<file path="src/rtl/fetch_unit.sv">
// Instruction fetch stage: PC register, next-PC mux, request/ready handshake to
// instruction memory, one-entry fetch buffer and IR decode. Optional macro FETCH_MISALIGN_EN.
module fetch_unit #(
    parameter logic [31:0] RESET_PC = 32'h0000_0000,
    parameter logic [5:0]  HALT_OP  = 6'b111111
) (
    input  logic        CLK,
    input  logic        RST,
    input  logic        PCWre,
    input  logic [1:0]  PCSrc,
    input  logic        IRWre,
    input  logic [31:0] imm_ext,
    input  logic [31:0] jr_target,
    output logic        imem_req,
    output logic [31:0] imem_addr,
    input  logic        imem_ready,
    input  logic [31:0] imem_rdata,
    output logic [31:0] PC,
    output logic [31:0] PC4,
    output logic [31:0] IR,
    output logic [5:0]  op,
    output logic [5:0]  func,
    output logic [4:0]  rs,
    output logic [4:0]  rt,
    output logic [4:0]  rd,
    output logic [4:0]  sa,
    output logic [15:0] imm16,
    output logic        fetch_valid,
    output logic        fetch_stall,
`ifdef FETCH_MISALIGN_EN
    output logic        misalign,
`endif
    output logic        halted
);

    typedef enum logic [1:0] {S_FETCH, S_FULL, S_WAITPC, S_HALT} state_t;

    state_t      state_reg, state_next;
    logic [31:0] pc_reg, pc_next;
    logic [31:0] ir_reg, ir_next;
    logic [31:0] buf_reg, buf_next;
    logic [31:0] pc4, npc;
    logic        npc_bad;
    logic        halt_on_pc;

    assign pc4 = pc_reg + 32'd4;

    // Jump target is built from the IR currently held, not the one being loaded.
    always_comb begin
        npc = pc4;
        unique case (PCSrc)
            2'b00: npc = pc4;
            2'b01: npc = pc4 + {imm_ext[29:0], 2'b00};
            2'b10: npc = jr_target;
            2'b11: npc = {pc4[31:28], ir_reg[25:0], 2'b00};
        endcase
    end

`ifdef FETCH_MISALIGN_EN
    assign npc_bad = (npc[1:0] != 2'b00);
`else
    assign npc_bad = 1'b0;
`endif

    always_comb begin
        state_next = state_reg;
        pc_next    = pc_reg;
        ir_next    = ir_reg;
        buf_next   = buf_reg;
        halt_on_pc = 1'b0;
        unique case (state_reg)
            S_FETCH: begin
                // A PC update squashes the outstanding request, even if ready arrives now.
                if (PCWre) begin
                    pc_next    = npc;
                    halt_on_pc = npc_bad;
                    state_next = npc_bad ? S_HALT : S_FETCH;
                end else if (imem_ready) begin
                    buf_next   = imem_rdata;
                    state_next = S_FULL;
                end
            end
            S_FULL: begin
                if (PCWre) begin
                    pc_next    = npc;
                    halt_on_pc = npc_bad;
                end
                if (IRWre) begin
                    ir_next = buf_reg;
                    if (buf_reg[31:26] == HALT_OP)
                        state_next = S_HALT;
                    else if (PCWre)
                        state_next = npc_bad ? S_HALT : S_FETCH;
                    else
                        state_next = S_WAITPC;
                end else if (PCWre) begin
                    buf_next   = 32'd0;
                    state_next = npc_bad ? S_HALT : S_FETCH;
                end
            end
            S_WAITPC: begin
                if (PCWre) begin
                    pc_next    = npc;
                    halt_on_pc = npc_bad;
                    state_next = npc_bad ? S_HALT : S_FETCH;
                end
            end
            S_HALT: begin
                state_next = S_HALT;
            end
        endcase
    end

    always_ff @(posedge CLK) begin
        if (RST) begin
            state_reg <= S_FETCH;
            pc_reg    <= RESET_PC;
            ir_reg    <= 32'd0;
            buf_reg   <= 32'd0;
        end else begin
            state_reg <= state_next;
            pc_reg    <= pc_next;
            ir_reg    <= ir_next;
            buf_reg   <= buf_next;
        end
    end

`ifdef FETCH_MISALIGN_EN
    logic misalign_reg;
    always_ff @(posedge CLK) begin
        if (RST)
            misalign_reg <= 1'b0;
        else if (halt_on_pc)
            misalign_reg <= 1'b1;
    end
    assign misalign = misalign_reg;
`else
    logic unused_halt_on_pc;
    assign unused_halt_on_pc = halt_on_pc;
`endif

    assign imem_req    = (state_reg == S_FETCH);
    assign imem_addr   = pc_reg;
    assign PC          = pc_reg;
    assign PC4         = pc4;
    assign IR          = ir_reg;
    assign op          = ir_reg[31:26];
    assign rs          = ir_reg[25:21];
    assign rt          = ir_reg[20:16];
    assign rd          = ir_reg[15:11];
    assign sa          = ir_reg[10:6];
    assign func        = ir_reg[5:0];
    assign imm16       = ir_reg[15:0];
    assign fetch_valid = (state_reg == S_FULL);
    assign halted      = (state_reg == S_HALT);
    assign fetch_stall = IRWre && !RST &&
                         ((state_reg == S_FETCH) || (state_reg == S_WAITPC));

endmodule
</file>
<file path="config.mk">
export PLATFORM = sky130hd
export DESIGN_NAME = fetch_unit
export DESIGN_NICKNAME = d
export VERILOG_FILES = /design/src/rtl/fetch_unit.sv
export SDC_FILE = /design/constraint.sdc
export NUM_CORES = 1
export LEC_CHECK = 0
export BUFFER_PORTS_ARGS = -buffer_cell sky130_fd_sc_hd__buf_2
export CORE_UTILIZATION = 50
export DETAILED_ROUTE_END_ITERATION = 8
export PLACE_DENSITY = 0.84
export SKIP_CTS_REPAIR_TIMING = 1
export SLEW_MARGIN = 0
export SYNTH_ARGS = -nofsm -noshare
export SYNTH_HDL_FRONTEND = slang
export SYNTH_SLANG_ARGS = --single-unit
</file>
<file path="constraint.sdc">
create_clock -name CLK -period 4.26 [get_ports CLK]
set_input_delay 0.213 -clock CLK [delete_from_list [all_inputs] [get_ports CLK]]
set_output_delay 0.213 -clock CLK [all_outputs]
set_load 0.01 [all_outputs]
</file>
==> metrics.txt, run 1 <==
GRT Overall Usage=28.7%; CP peak stage delay=0.50 ns; CP required=4.45 ns; final hold viol count=0; # IOs=283; Max IR drop VDD=0.209 mV; TritonCTS clock tree=done; leading area contributor after synthesis=dfxtp_1; switch share=31.7%; Slew headroom=28.3%; Tightest Pin Transition=1.07 ns; ratio of cells with drive above 1 in the final layout=34.1%; synth warn=0; final clock skew=0.00924 ns; remaining antenna violation count=0; die width=121 um; vias in the first global route=6393; crit end category=register; Leak=4.01 nW; CTS Sinks=98; drt pass-1 iters=5; power per cell area=301 mW/mm2; final layout net count=1187; final count of negative-setup-slack endpoints=0; Critical-path top delay cell=dfxtp_1; Post-synth EDFFs=0; fmax=250 MHz; Pins Over Slew Limit=0; share of the synthesized area in the top cell type=27.7%; largest cells by area after synthesis=dfxtp_1, buf_4, a21oi_1, nand2_1, ha_1; min-delay worst type=in2reg; most common cell in the netlist=nand2_1; clock share of power=32.7%; placed cells=1217; Layout fillers=1222; outcome=completed; Syn Std Cell Area=0.00707 mm2; initial antenna violation count=2; setup_tns=0 ns; largest net degree at the start of global routing=50; Synth cell types=84; startpoint class of the critical path=register; multi-input logic area=0.00421 mm2; Comb pwr share=26.8%; top cells by count, synth=nand2_1, dfxtp_1, a21oi_1; drt initial violations=571; Overflow after GRT=0; clk_lat worst skew=0.34 ns; via count=7097; Initial Util=51.2%; internal power=1.70 mW; worst path bufs/invs=0; I/O Buffers=280; total power draw=2.49 mW; Tcrit/Tclk final=93.7%; Gate Count Post-Synth=877; drt drc=0; ys async rst share=0%; first-pass GRT wire length=33100 um; worst-path cell chain=nand2_1 -> or2_2 -> nor2_1 -> nand3_1 -> xnor2_2 -> ha_1 -> and2_2 -> and2b_2 -> a21oi_1 -> a31oi_1 -> o21ai_1 -> xnor2_1 -> mux4_2 -> nand2_1 -> a21oi_1; core area=0.0138 mm2; clk buf depth=2; syn avg cell area=8.07 um2; crit-path leading delay family=simple AND/OR/NAND/NOR gates; WS Path Type=reg2reg; DR vias/cell=5.75; TritonCTS buffer count=9; Synth-to-Final Area Change=16.9%; Flop pwr share=40.4%; CP arrival=4.18 ns; clock transition at the registers of the reported paths=0.07 ns; Core Rows=43; Post-Layout Cell Count=1234; #FFs+latches synth=98; Max-cap violations=0; hpwl dp=16300 um; critical-path maximum fanout=8; RSZ-0062 raised after global routing=false; CTS H-Tree Depth=3; Die H=121 um; WL per Instance=17.3 um; Clock Tree Root=clkbuf_16; Hold WS=0.123 ns; Die Footprint=0.0146 mm2; Net Switching=789 uW; register area=0.00196 mm2; min cycle time layout=3.99 ns; syn_nets=1016; ys flop type=dfxtp_1; placer's final routability congestion estimate=0.923; sequential share of the synthesized area=27.7%; routed wire length=21300 um
-- through the flow --
stage | setup WS [ns] | cell area, um2 | util (%)
global placement | 0.314 | 7950 | 57.5
CTS | 0.181 | 8250 | 59.7
finish | 0.267 | 8270 | 59.8
floorplan | 0.502 | 7070 | -
global route | 0.0370 | 8270 | 59.8
detailed placement | 0.204 | 7950 | 57.5
-- routing by layer --
metal / part of all wire (%) / track usage (%) / vias up
met4: 1.7 / 8.80 / 2
met5: 0.061 / 0 / -
met1: 43 / 39.0 / 3325
met3: 8.4 / 4.93 / 28
met2: 47 / 46.3 / 365
li1: - / - / 3377
-- final timing paths --
| kind | start | to | slack [ns] | cells past startpoint |
|---|---|---|---|---|
| setup reg to reg | PC[5] | PC[25] | 0.27 | 15 |
| hold / removal | imem_rdata[4] | buf_reg[4] | 0.12 | 3 |
| hold reg to reg | buf_reg[4] | IR[4] | 0.45 | 2 |
| setup / recovery | PC[5] | PC[25] | 0.27 | 15 |
-- cells in the final DEF (no fill, tap or decap), types with 4 or more instances in the layout --
cell type    n
nand2b_1     5
xnor2_1     31
a31oi_1      6
buf_2      280
a21oi_1     91
mux4_2       9
o21ai_0     23
clkbuf_16    9
and3_1       6
nand2_1    121
inv_1       17
xor2_1      12
dfxtp_1     97
a22o_1       4
mux2i_1     17
buf_4       14
o2111ai_1    4
nor3_1      12
ha_1        34
o221ai_1     5
and2_1       6
o21ai_1      5
a22oi_1     35
nand4_1     11
a211oi_1     9
nand3_1     21
a21o_1      11
nor2_1      68
-- final cells by class --
class / count / share of cell area [%]
Multi-Input combinational cell: 627 / 50.9
Clock buffer: 11 / 2.81
Tap cell: 180 / 2.72
Timing Repair Buffer: 294 / 18.2
Inverter: 18 / 0.817
Clock inverter: 5 / 0.772
Antenna cell: 1 / 0.0303
Sequential cell: 98 / 23.7
-- worst register-to-register path: stages, from the launching register on --
cell     delay (ns)
dfxtp_1        0.50
nand2_1        0.16
or2_2          0.34
nor2_1         0.23
nand3_1        0.20
xnor2_2        0.24
ha_1           0.28
and2_2         0.20
and2b_2        0.23
a21oi_1        0.27
a31oi_1        0.18
o21ai_1        0.27
xnor2_1        0.14
mux4_2         0.46
nand2_1        0.08
a21oi_1        0.06
-- kinds of logic after synthesis --
group	count (synthesis)	synth area share, %
multiplexers	29	5.75
buffers and inverters	152	13.1
flip-flops	98	27.7
adder cells (fa/ha/maj)	36	6.47
AO/OA/AOI/OAI	233	22.0
AND/OR/NAND/NOR	283	19.1
XOR/XNOR	46	5.80
-- power by group through the flow --
| stage | sequential (mW) | clock, mW | combinational (mW) |
|---|---|---|---|
| finish | 1.01 | 0.816 | 0.669 |
| global route | 1.01 | 0.872 | 0.732 |
| CTS | 1.01 | 0.832 | 0.659 |
| detailed placement | 1.03 | 0 | 0.655 |
| global placement | 1.03 | 0 | 0.645 |
| floorplan | 1.02 | 0 | 0.470 |
(Power assumes the default switching activity.)
==> run 2, diff against run 1 <==
--- a/config.mk
+++ b/config.mk
@@ -9,6 +9,7 @@
 export CORE_UTILIZATION = 50
 export DETAILED_ROUTE_END_ITERATION = 8
 export PLACE_DENSITY = 0.84
+export REMOVE_ABC_BUFFERS = 1
 export SKIP_CTS_REPAIR_TIMING = 1
 export SLEW_MARGIN = 0
 export SYNTH_ARGS = -nofsm -noshare
==> run 2 against run 1 <==
Sequential cell count unchanged. Sequential share of layout area down 0.051 points. Wire length is 0.36% higher. Critical endpoint unchanged. Highest routed layer is now met4.
==> metrics.txt, run 2 (synthesized netlist as in run 1, its figures left out) <==
pre-CTS setup slack=0.206 ns; crit-path leading delay family=simple AND/OR/NAND/NOR gates; final clock skew=0.00874 ns; die width=121 um; I/O Buffers=280; CP arrival=4.28 ns; core area=0.0138 mm2; M1 GR Usage=38.0%; TritonCTS buffer count=9; placer's final routability congestion estimate=0.971; drt drc=0; Core Rows=43; remaining antenna violation count=0; worst path bufs/invs=0; Hold Startpoint=imem_rdata[3]; # IOs=283; final layout net count=1188; via count=7098; vias in the first global route=6344; drt pass-1 iters=4; Leak=4.02 nW; worst-path cell chain=ha_2 -> nand4_2 -> nor3_4 -> nand3_1 -> nor2_1 -> xor2_1 -> ha_1 -> a21o_1 -> a21o_1 -> a21oi_1 -> nand3b_1 -> o21ai_1 -> xnor2_1 -> mux4_2 -> nand2_1 -> a21oi_1; CTS H-Tree Depth=3; outcome=completed; WL per Instance=17.3 um; initial antenna violation count=1; power per cell area=303 mW/mm2; final hold viol count=0; routed wire length=21400 um; crit path from=PC[2]; Slew headroom=20.0%; Tightest Pin Transition=1.20 ns; reg-to-reg critical path startpoint=PC[2]; final count of negative-setup-slack endpoints=0; TritonCTS clock tree=done; drt initial violations=512; CP required=4.47 ns; ratio of cells with drive above 1 in the final layout=34.1%; Tcrit/Tclk final=95.6%; Synth-to-Final Area Change=17.1%; met3 GRT Util=4.51%; Max IR drop VDD=0.256 mV; Critical-path top delay cell=dfxtp_1; Die H=121 um; Overflow after GRT=0; CTS Sinks=98; fmax=245 MHz; setup_tns=0 ns; GRT Overall Usage=28.6%; Layout fillers=1230; startpoint class of the critical path=register; first-pass GRT wire length=32700 um; min cycle time layout=4.07 ns; WS Path Type=reg2reg; Die Footprint=0.0146 mm2; clk_lat worst skew=0.35 ns; largest net degree at the start of global routing=57; Pins Over Slew Limit=0; clock transition at the registers of the reported paths=0.07 ns; min-delay worst type=in2reg; DR vias/cell=5.75; clk buf depth=2; most frequent cells in the layout=buf_2, nand2_1, dfxtp_1, a21oi_1, nor2_1; most common cell after layout, fill and taps aside=buf_2; met2 Usage GRT=46.0%; CP peak stage delay=0.47 ns; critical-path maximum fanout=9; Most Crowded Layer GR=met2; Initial Util=51.2%; Clock Tree Root=clkbuf_16; Max-cap violations=0; RSZ-0062 raised after global routing=false; crit end category=register; setup ws final=0.186 ns; hpwl dp=15700 um
==> run 2: path summary, 6_finish.rpt <==
| kind | end | slack [ns] | cells after the start |
|---|---|---|---|
| min | buf_reg[3] | 0.11 | 3 |
| max reg2reg | PC[25] | 0.19 | 16 |
| min reg2reg | IR[13] | 0.45 | 2 |
| max | PC[25] | 0.19 | 16 |
==> run 2: metrics by stage <==
stage	std cells	instance area, um2	util [%]	power (mW)	hold WS [ns]
6_report	1235	8280	59.9	2.51	0.108
5_1_grt	1234	8280	59.9	2.63	0.105
4_1_cts	1233	8260	59.8	2.52	0.102
3_5_place_dp	1217	7970	57.6	1.69	0.445
3_3_place_gp	1217	7970	57.6	1.68	0.437
2_1_floorplan	743	6210	-	1.42	0.278
==> run 2: per-layer routing <==
metal	part of all wire [%]	up-vias
met5	0	-
met4	2.8	0
met3	7.1	49
met2	47	326
met1	43	3342
li1	-	3381
==> run 2: worst reg2reg max path, stage by stage (launching register included) <==
cell and delay, ns:
dfxtp_1 0.47, ha_2 0.29, nand4_2 0.18, nor3_4 0.31, nand3_1 0.16, nor2_1 0.16
xor2_1 0.31, ha_1 0.39, a21o_1 0.19, a21o_1 0.16, a21oi_1 0.18, nand3b_1 0.10
o21ai_1 0.24, xnor2_1 0.16, mux4_2 0.47, nand2_1 0.09, a21oi_1 0.06
==> run 2: final cells by class <==
class,instances,area (um2),area share (%)
Antenna cell,1,2.50,0.0302
Clock buffer,11,233,2.81
Clock inverter,5,63.8,0.770
Inverter,18,67.6,0.816
Multi-Input combinational cell,627,4210,50.9
Sequential cell,98,1960,23.7
Tap cell,180,225,2.72
Timing Repair Buffer,295,1520,18.3
==> run 2: report_power, final <==
group,total [mW],switching (mW),internal [mW]
clock network,0.830,0.369,0.460
logic,0.673,0.384,0.288
registers,1.01,0.0543,0.955
==> run 3, diff against run 2 <==
==> constraint.sdc (replaced) <==
create_clock -name CLK -period 3.9 [get_ports CLK]
set_input_delay 0.195 -clock CLK [delete_from_list [all_inputs] [get_ports CLK]]
set_output_delay 0.195 -clock CLK [all_outputs]
set_load 0.01 [all_outputs]
==> run 3 against run 2 <==
Critical endpoint unchanged. First-iteration DRC count grew 11%. Final cell count is 1.5% higher. Largest cell class unchanged. Clock power is 8.8% higher. Largest power group unchanged. Sequential cell count unchanged. Die area did not move. Cell area grew 1.9%. Clock skew up 0.00090 ns. Core utilization rose by 1.2 points. Fmax grew 10%.
==> metrics.txt, run 3 (synthesized netlist as in run 1, its figures left out) <==
critical-path maximum fanout=7; Tcrit/Tclk final=95.0%; CP arrival=3.90 ns; Pins Over Slew Limit=0; clock transition at the registers of the reported paths=0.07 ns; final layout net count=1206; final clock skew=0.00964 ns; vias in the first global route=6470; Die H=121 um; first-pass GRT wire length=33300 um; routed wire length=22000 um; multi-input logic area=0.00423 mm2; I/O Buffers=280; ratio of cells with drive above 1 in the final layout=35.8%; crit path from=PC[3]; Max-cap violations=0; Slew headroom=34.6%; WS Path Type=reg2reg; GRT Overall Usage=29.1%; min cycle time layout=3.70 ns; CP required=4.10 ns; crit end category=register; CTS H-Tree Depth=3; final count of negative-setup-slack endpoints=0; initial antenna violation count=1; CP peak stage delay=0.46 ns; fmax=270 MHz; outcome=completed; remaining antenna violation count=0; Most Crowded Layer GR=met2; WL per Instance=17.5 um; setup ws final=0.197 ns; TritonCTS buffer count=9; via count=7202; Initial Util=51.2%; Worst R2R Path Depth=15; core area=0.0138 mm2; Tightest Pin Transition=0.981 ns; Max IR drop VDD=0.261 mV; power per cell area=328 mW/mm2; Synth-to-Final Area Change=19.4%; setup_tns=0 ns; most frequent cells in the layout=buf_2, nand2_1, dfxtp_1, a21oi_1, nor2_1; drt initial violations=568; Core Rows=43; reg-to-reg critical path startpoint=PC[3]; Placed Area=0.00809 mm2; largest net degree at the start of global routing=59; Hold WS=0.106 ns; clk buf depth=2; drt pass-1 iters=7; Leak=4.11 nW; TritonCTS clock tree=done; CTS Sinks=98; worst-path cell chain=ha_1 -> nand4_2 -> nor3_4 -> nand3_1 -> xnor2_1 -> ha_1 -> nand2_1 -> and2b_2 -> o2111ai_1 -> a31oi_1 -> o21ai_2 -> xnor2_1 -> mux4_2 -> nand2_1 -> a21oi_1; total power draw=2.77 mW; Clock Tree Root=clkbuf_16; startpoint class of the critical path=register; pre-CTS setup slack=0.100 ns; min-delay worst type=in2reg; Layout fillers=1240; drt drc=0; Critical-path top delay cell=mux4_2; final hold viol count=0; hpwl dp=16500 um; clk_lat worst skew=0.34 ns; reg2reg end=PC[25]; met3 GRT Util=4.18%; met2 Usage GRT=47.4%; placed cells=1234; R2R setup slack=0.20 ns; Overflow after GRT=0; DR vias/cell=5.75; placer's final routability congestion estimate=0.942; Die Footprint=0.0146 mm2; crit path to=PC[25]; most common cell after layout, fill and taps aside=buf_2; Post-Layout Cell Count=1253; die width=121 um; M1 GR Usage=39.1%; # IOs=283; register area=0.00196 mm2; final core utilization=61.1%; Final Cell Area=0.00844 mm2
## run 3: cell types whose count changed in the layout (fill, tap and decap cells not counted), moves of 2 or more
| cell | previous run | this run |
|---|---|---|
| buf_4 | 16 | 34 |
| a21oi_1 | 91 | 89 |
| a21oi_2 | 1 | 3 |
| clkinv_4 | 2 | 0 |
| inv_6 | 1 | 3 |
## run 3: area by class of cell
type,instances,area share [%]
repair buffers,313,19.6
clock buffers,10,2.71
clock inverters,6,0.845
inverters,18,0.800
well taps,180,2.67
flip-flops and latches,98,23.2
multi-input cells,627,50.1
diodes,1,0.0296
## run 3: worst min path at each step
stage          slack (ns)  depth (start not counted)     endpoint            from
3_3_place_gp         0.44                          2        IR[6]      buf_reg[6]
4_1_cts               0.1                          3  buf_reg[12]  imem_rdata[12]
5_1_grt              0.11                          3  buf_reg[28]  imem_rdata[28]
3_5_place_dp         0.44                          2        IR[6]      buf_reg[6]
2_1_floorplan        0.26                          1       PC[29]             RST
6_report             0.11                          3  buf_reg[17]  imem_rdata[17]
## run 3: report_power, final
| part | total [mW] | internal (mW) | leakage (nW) | switching [mW] |
|---|---|---|---|---|
| logic | 0.771 | 0.330 | 3.18 | 0.441 |
| registers | 1.09 | 1.04 | 0.798 | 0.0518 |
| clock network | 0.903 | 0.505 | 0.140 | 0.398 |
| total | 2.77 | 1.88 | 4.11 | 0.890 |
## run 3: per-layer routing
layer | up-vias | routed length (um)
li1 | 3401 | -
met4 | 0 | 499
met3 | 45 | 1650
met5 | - | 0
met1 | 3400 | 9300
met2 | 356 | 10500
## run 3: worst max-delay path, delay by kind of cell (launching register included)
kind | cells | cell delay (ns)
xor+xnor | 2 | 0.36
simple gates | 6 | 1.10
fa+ha+maj | 2 | 0.54
compound gates | 4 | 0.71
flops | 1 | 0.37
mux | 1 | 0.46
